File: src/rtl/mem_stage.sv
// Memory stage of the RV32I pipeline: E/M and M/W pipeline registers, store
// formatting, load extension, and a ready/req handshake with a
// variable-latency data memory. The handshake gives up after MAX_WAIT
// WAIT cycles.
module mem_stage #(
  parameter int unsigned MAX_WAIT = 15
) (
  input  logic        clk,
  input  logic        reset,
  input  logic        RegWriteE,
  input  logic        MemWriteE,
  input  logic [1:0]  ResultSrcE,
  input  logic [1:0]  StoreSrcE,
  input  logic [2:0]  LoadSrcE,
  input  logic [4:0]  RdE,
  input  logic [31:0] ALUResultE,
  input  logic [31:0] WriteDataE,
  input  logic [31:0] PCPlus4E,
  output logic        dmem_req,
  output logic        dmem_we,
  output logic [31:0] dmem_addr,
  output logic [31:0] dmem_wdata,
  output logic [3:0]  dmem_be,
  input  logic        dmem_ready,
  input  logic [31:0] dmem_rdata,
  output logic        RegWriteM,
  output logic [4:0]  RdM,
  output logic [31:0] ALUResultM,
  output logic        MemBusyM,
  output logic        MisalignedM,
  output logic        BusErrorM,
  output logic        RegWriteW,
  output logic [4:0]  RdW,
  output logic [31:0] ResultW
);

  typedef enum logic {S_IDLE, S_WAIT} state_t;

  localparam logic [7:0] CNT_LAST = 8'(MAX_WAIT - 1);

  state_t      r_state, w_next;
  logic [7:0]  r_cnt;

  logic        r_memwrite_m;
  logic [1:0]  r_resultsrc_m;
  logic [1:0]  r_storesrc_m;
  logic [2:0]  r_loadsrc_m;
  logic [31:0] r_wdata_m;
  logic [31:0] r_pc4_m;

  logic [1:0]  r_resultsrc_w;
  logic [31:0] r_alu_w;
  logic [31:0] r_rdata_w;
  logic [31:0] r_pc4_w;

  logic        w_is_store, w_is_load, w_memop;
  logic        w_half, w_byte, w_word, w_mis;
  logic        w_req, w_abort;
  logic [3:0]  w_be_st;
  logic [31:0] w_wdata;
  logic [31:0] w_rshift;
  logic [15:0] w_half_lane;
  logic [7:0]  w_byte_lane;
  logic [31:0] w_load_data;

  // Access classification and alignment of the M slot
  always_comb begin
    w_is_store = r_memwrite_m;
    w_is_load  = !r_memwrite_m && (r_resultsrc_m == 2'b01);
    w_memop    = w_is_store || w_is_load;
    if (w_is_store) begin
      w_half = (r_storesrc_m == 2'b01);
      w_byte = (r_storesrc_m == 2'b10);
    end else begin
      w_half = (r_loadsrc_m == 3'b001) || (r_loadsrc_m == 3'b010);
      w_byte = (r_loadsrc_m == 3'b011) || (r_loadsrc_m == 3'b100);
    end
    w_word = !w_half && !w_byte;
    w_mis  = w_memop && ((w_word && (ALUResultM[1:0] != 2'b00)) ||
                         (w_half && ALUResultM[0]));
  end

  // Store data replication and byte enables
  always_comb begin
    w_wdata = r_wdata_m;
    w_be_st = 4'b1111;
    case (r_storesrc_m)
      2'b01: begin
        w_wdata = {2{r_wdata_m[15:0]}};
        w_be_st = 4'b0011 << {ALUResultM[1], 1'b0};
      end
      2'b10: begin
        w_wdata = {4{r_wdata_m[7:0]}};
        w_be_st = 4'b0001 << ALUResultM[1:0];
      end
      default: ;
    endcase
  end

  // Load lane selection and sign/zero extension
  always_comb begin
    w_rshift    = dmem_rdata >> {ALUResultM[1:0], 3'b000};
    w_byte_lane = w_rshift[7:0];
    w_half_lane = ALUResultM[1] ? dmem_rdata[31:16] : dmem_rdata[15:0];
    case (r_loadsrc_m)
      3'b001:  w_load_data = {{16{w_half_lane[15]}}, w_half_lane};
      3'b010:  w_load_data = {16'h0000, w_half_lane};
      3'b011:  w_load_data = {{24{w_byte_lane[7]}}, w_byte_lane};
      3'b100:  w_load_data = {24'h000000, w_byte_lane};
      default: w_load_data = dmem_rdata;
    endcase
  end

  // FSM state register and WAIT-cycle counter
  always_ff @(posedge clk) begin
    if (reset) begin
      r_state <= S_IDLE;
      r_cnt   <= '0;
    end else begin
      r_state <= w_next;
      r_cnt   <= (r_state == S_IDLE) ? '0 : r_cnt + 8'd1;
    end
  end

  // FSM next-state logic
  always_comb begin
    w_next = r_state;
    unique case (r_state)
      S_IDLE: if (w_req && !dmem_ready) w_next = S_WAIT;
      S_WAIT: if (dmem_ready || w_abort) w_next = S_IDLE;
    endcase
  end

  // FSM outputs: request, fault pulses and stall
  always_comb begin
    w_req       = 1'b0;
    w_abort     = 1'b0;
    MisalignedM = 1'b0;
    unique case (r_state)
      S_IDLE: begin
        w_req       = w_memop && !w_mis;
        MisalignedM = w_memop && w_mis;
      end
      S_WAIT: begin
        w_req   = 1'b1;
        w_abort = !dmem_ready && (r_cnt == CNT_LAST);
      end
    endcase
    BusErrorM  = w_abort;
    MemBusyM   = w_req && !dmem_ready && !w_abort;
    dmem_req   = w_req;
    dmem_we    = w_req && w_is_store;
    dmem_addr  = {ALUResultM[31:2], 2'b00};
    dmem_wdata = w_wdata;
    dmem_be    = w_is_store ? w_be_st : 4'b0000;
  end

  // E/M register: frozen while the access is outstanding
  always_ff @(posedge clk) begin
    if (reset) begin
      RegWriteM     <= 1'b0;
      r_memwrite_m  <= 1'b0;
      r_resultsrc_m <= '0;
      r_storesrc_m  <= '0;
      r_loadsrc_m   <= '0;
      RdM           <= '0;
      ALUResultM    <= '0;
      r_wdata_m     <= '0;
      r_pc4_m       <= '0;
    end else if (!MemBusyM) begin
      RegWriteM     <= RegWriteE;
      r_memwrite_m  <= MemWriteE;
      r_resultsrc_m <= ResultSrcE;
      r_storesrc_m  <= StoreSrcE;
      r_loadsrc_m   <= LoadSrcE;
      RdM           <= RdE;
      ALUResultM    <= ALUResultE;
      r_wdata_m     <= WriteDataE;
      r_pc4_m       <= PCPlus4E;
    end
  end

  // M/W register: bubble while stalled or on abort; misaligned slots lose their write
  always_ff @(posedge clk) begin
    if (reset || MemBusyM || w_abort) begin
      RegWriteW     <= 1'b0;
      RdW           <= '0;
      r_resultsrc_w <= '0;
      r_alu_w       <= '0;
      r_rdata_w     <= '0;
      r_pc4_w       <= '0;
    end else begin
      RegWriteW     <= RegWriteM && !MisalignedM;
      RdW           <= RdM;
      r_resultsrc_w <= r_resultsrc_m;
      r_alu_w       <= ALUResultM;
      r_rdata_w     <= w_load_data;
      r_pc4_w       <= r_pc4_m;
    end
  end

  // Write-back result select
  always_comb begin
    case (r_resultsrc_w)
      2'b00:   ResultW = r_alu_w;
      2'b01:   ResultW = r_rdata_w;
      2'b10:   ResultW = r_pc4_w;
      default: ResultW = '0;
    endcase
  end

endmodule

File: config.mk
export PLATFORM = sky130hd
export DESIGN_NAME = mem_stage
export DESIGN_NICKNAME = d
export VERILOG_FILES = /design/src/rtl/mem_stage.sv
export SDC_FILE = /design/constraint.sdc
export NUM_CORES = 1
export LEC_CHECK = 0
export BUFFER_PORTS_ARGS = -buffer_cell sky130_fd_sc_hd__buf_2
export CAP_MARGIN = 20
export CORE_MARGIN = 4
export CORE_UTILIZATION = 55
export CTS_CLUSTER_SIZE = 40
export DETAILED_ROUTE_END_ITERATION = 12
export HOLD_SLACK_MARGIN = 0.05
export PLACE_DENSITY_LB_ADDON = 0.15
export SLEW_MARGIN = 25
export SYNTH_ARGS = -nofsm -noshare
export SYNTH_HDL_FRONTEND = slang
export SYNTH_SLANG_ARGS = --single-unit
File: constraint.sdc
create_clock -name clk -period 6.5 [get_ports clk]
set_clock_uncertainty 0.05 [all_clocks]
set_input_delay 0.65 -clock clk [delete_from_list [all_inputs] [get_ports clk]]
set_output_delay 0.65 -clock clk [all_outputs]
set_load 0.02 [all_outputs]
==> metrics <==
Post-CTS Resized=0; CP required=5.80 ns; Root Buffer=clkbuf_16; post-synth cell types=50; Final Util=about 66%; Slew headroom=~33%; Routed WL per cell=16.70 um; total core area=~19000 um^2; Reg-to-Reg End=r_pc4_m[12]; Leak Pwr=between 0.006 and 0.007 uW; Die Span Y=~150 um; share of layout cells above drive strength 1=25.84%; fin nets=approximately 1.5k; post-CTS setup buffer count=0; Finished Cell Area=12450 um^2; maxcap violations=0; HP Start=ALUResultE[17]; setup_tns=0 ns; fill cell count=between 1.5k and 2k; largest net degree at the start of global routing=130; Post-synth EDFFs=0; final WL=approximately 27000 um; sink of the worst hold path=ALUResultM[17]; Critical Path AT=3.59 ns; CTS tree=yes; antenna viol nets, final=0; Clk pin slew, worst setup/hold paths=around 0.07 ns; Synth-to-Final Area Change=18.25%; clock latency on the worst-skew pair=approximately 0.52 ns; Worst Max-Slew Pin Slew=0.9993 ns; Pins Over Slew Limit=0; GRT Util Overall=23.88%; initial antenna violation count=2; Critical Path Source Type=flop; Synth async-reset ratio=0%; synth warn=0; CTS H-tree depth=1; number of CTS-inserted buffers=24; pre-CTS setup slack=about 2.4 ns; Placed Area=around 12000 um^2; Via-to-Cell Ratio=5.200; Hold-fix buffers, CTS=0; Hold Crit Depth=3; Vias=~8.3k; Initial Util=approximately 56%; Pre-antenna DRT Iters=5; Crit Path Category=reg2out; unrepaired setup endpoints after global routing=false; P per Cell Area=about 300 nW/um^2; r2r startpoint=r_storesrc_m[1]; worst hold slack=around 0.34 ns; grt total ovfl=0; Yosys reg bits=223; Port Buf Inserts=~290; CP Max Fanout=32; synthesized cell area=about 11000 um^2; Hold Path Class=in2reg; die area=21430 um^2; Fmax=between 200 and 250 MHz; clock sinks=223; first-pass GRT wire length=42460 um; outcome=completed; io pins=around 290; min Tclk post-route=4.291 ns; Clock Tree Buf Depth=3; register area share after synthesis=42.39%; final worst setup slack=approximately 2.2 ns; detailed placement HPWL=approximately 19000 um; Top FF cell, synth=dfxtp_1; Die Width=146.4 um; 1st-iter DRT viols=about 620; DR DRC count=0; routability congestion estimate=around 0.9; final period utilization=66.02%; Fin. Hold Viols=0; vias in the first global route=about 7.9k; IR drop worst, VDD=around 220 uV; Mean Syn Cell Area=around 9 um^2; FF-to-FF path depth=8; final setup violation count=0; CP endpoint kind=primary output; placement row count=50; R2R Setup Slk=roughly 2.4 ns; Mapped Cells=between 1k and 1.5k
[flip-flops by register name, indices dropped and copies added (netlist names)]
name / flops
r_rdata_w: 32
r_state: 1
r_loadsrc_m: 3
RegWriteM: 1
r_memwrite_m: 1
r_resultsrc_m: 2
r_resultsrc_w: 2
r_wdata_m: 32
r_pc4_w: 32
ALUResultM: 32
RegWriteW: 1
r_pc4_m: 32
RdW: 5
RdM: 5
r_cnt: 8
r_alu_w: 32
r_storesrc_m: 2
[per-layer routing]
layer	vias up	global-route usage [%]	part of all wire, %
met1	3821	34.89	47
li1	4185	-	-
met5	-	0	0.026
met2	263	37.00	44
met3	34	4.531	7.2
met4	2	5.033	1.6
[cell usage in the layout, fill, tap and decap left out, drive strengths merged, types with 16 or more instances in the layout]
| master | Yosys | layout |
|---|---|---|
| o21ai | 73 | 73 |
| and2 | 70 | 70 |
| buf | 60 | 298 |
| mux2i | 149 | 149 |
| clkbuf | 71 | 29 |
| nor2b | 16 | 16 |
| a21oi | 25 | 25 |
| nor2 | 51 | 51 |
| a221oi | 16 | 16 |
| nand2b | 223 | 223 |
| a21o | 17 | 17 |
| dfxtp | 223 | 223 |
| nand2 | 73 | 73 |
[worst max-delay path by stage]
stage / start / to / slack, ns / cells past startpoint
floorplan: r_storesrc_m[1] / MemBusyM / 3.63 / 11
global placement: r_loadsrc_m[0] / ALUResultM[21] / 2.55 / 6
detailed placement: r_loadsrc_m[0] / r_pc4_m[12] / 2.43 / 6
CTS: r_loadsrc_m[0] / MemBusyM / 2.20 / 6
global route: r_storesrc_m[1] / MemBusyM / 1.97 / 8
finish: r_storesrc_m[1] / MemBusyM / 2.21 / 8
[synth_stat cells, types with 10 or more instances]
cell type,n,area [um^2]
clkbuf_1,70,262.8
a21o_1,17,127.6
a221oi_1,16,140.1
a21oi_1,25,125.1
dfxtp_1,223,4464
and2_1,70,437.9
o21ai_0,72,360.4
mux2i_1,149,1491
nor2b_1,16,100.1
buf_4,40,300.3
buf_6,10,112.6
nand2b_1,223,1395
nand2_1,73,274.0
nor2_1,51,191.4
[per-stage QoR]
| stage | std cells | power, uW |
|---|---|---|
| 2_1_floorplan | 1152 | 2166 |
| 3_5_place_dp | 1553 | 2378 |
| 3_3_place_gp | 1553 | 2370 |
| 6_report | 1597 | 3699 |
| 5_1_grt | 1597 | 3870 |
| 4_1_cts | 1596 | 3732 |
[power by group]
group	internal [uW]	switching [uW]	leakage [uW]
combinational	310	453	0.00381
sequential	1490	95.2	0.00184
clock	787	561	0.000374
total	2590	1110	0.00603
[critical path, stage by stage (launching register included)]
cell	delay (ns)
dfxtp_1	0.35
inv_1	0.05
ha_1	0.32
or2_0	0.43
a21o_1	0.26
o32ai_2	0.54
o41a_2	0.90
inv_2	0.03
buf_2	0.18
[cells by family after synthesis]
family | after synthesis | share of synthesized area (%)
flops | 223 | 42.39
other cells | 1 | 0.03560
simple gates | 448 | 23.65
xor+xnor | 6 | 0.4989
compound gates | 178 | 11.15
mux | 151 | 14.48
fa+ha+maj | 6 | 0.6653
buf+inv | 138 | 7.127
[layout make-up]
type / count / area (um^2) / area share, %
Multi-Input combinational cell: 791 / 5361 / 43.05
Sequential cell: 223 / 4469 / 35.89
Timing Repair Buffer: 298 / 1511 / 12.14
Clock buffer: 29 / 639.4 / 5.134
Tap cell: 234 / 292.8 / 2.351
Clock inverter: 14 / 151.4 / 1.216
Inverter: 7 / 26.28 / 0.2110
Antenna cell: 1 / 2.502 / 0.02009
Power figures use the tool's default switching activity.
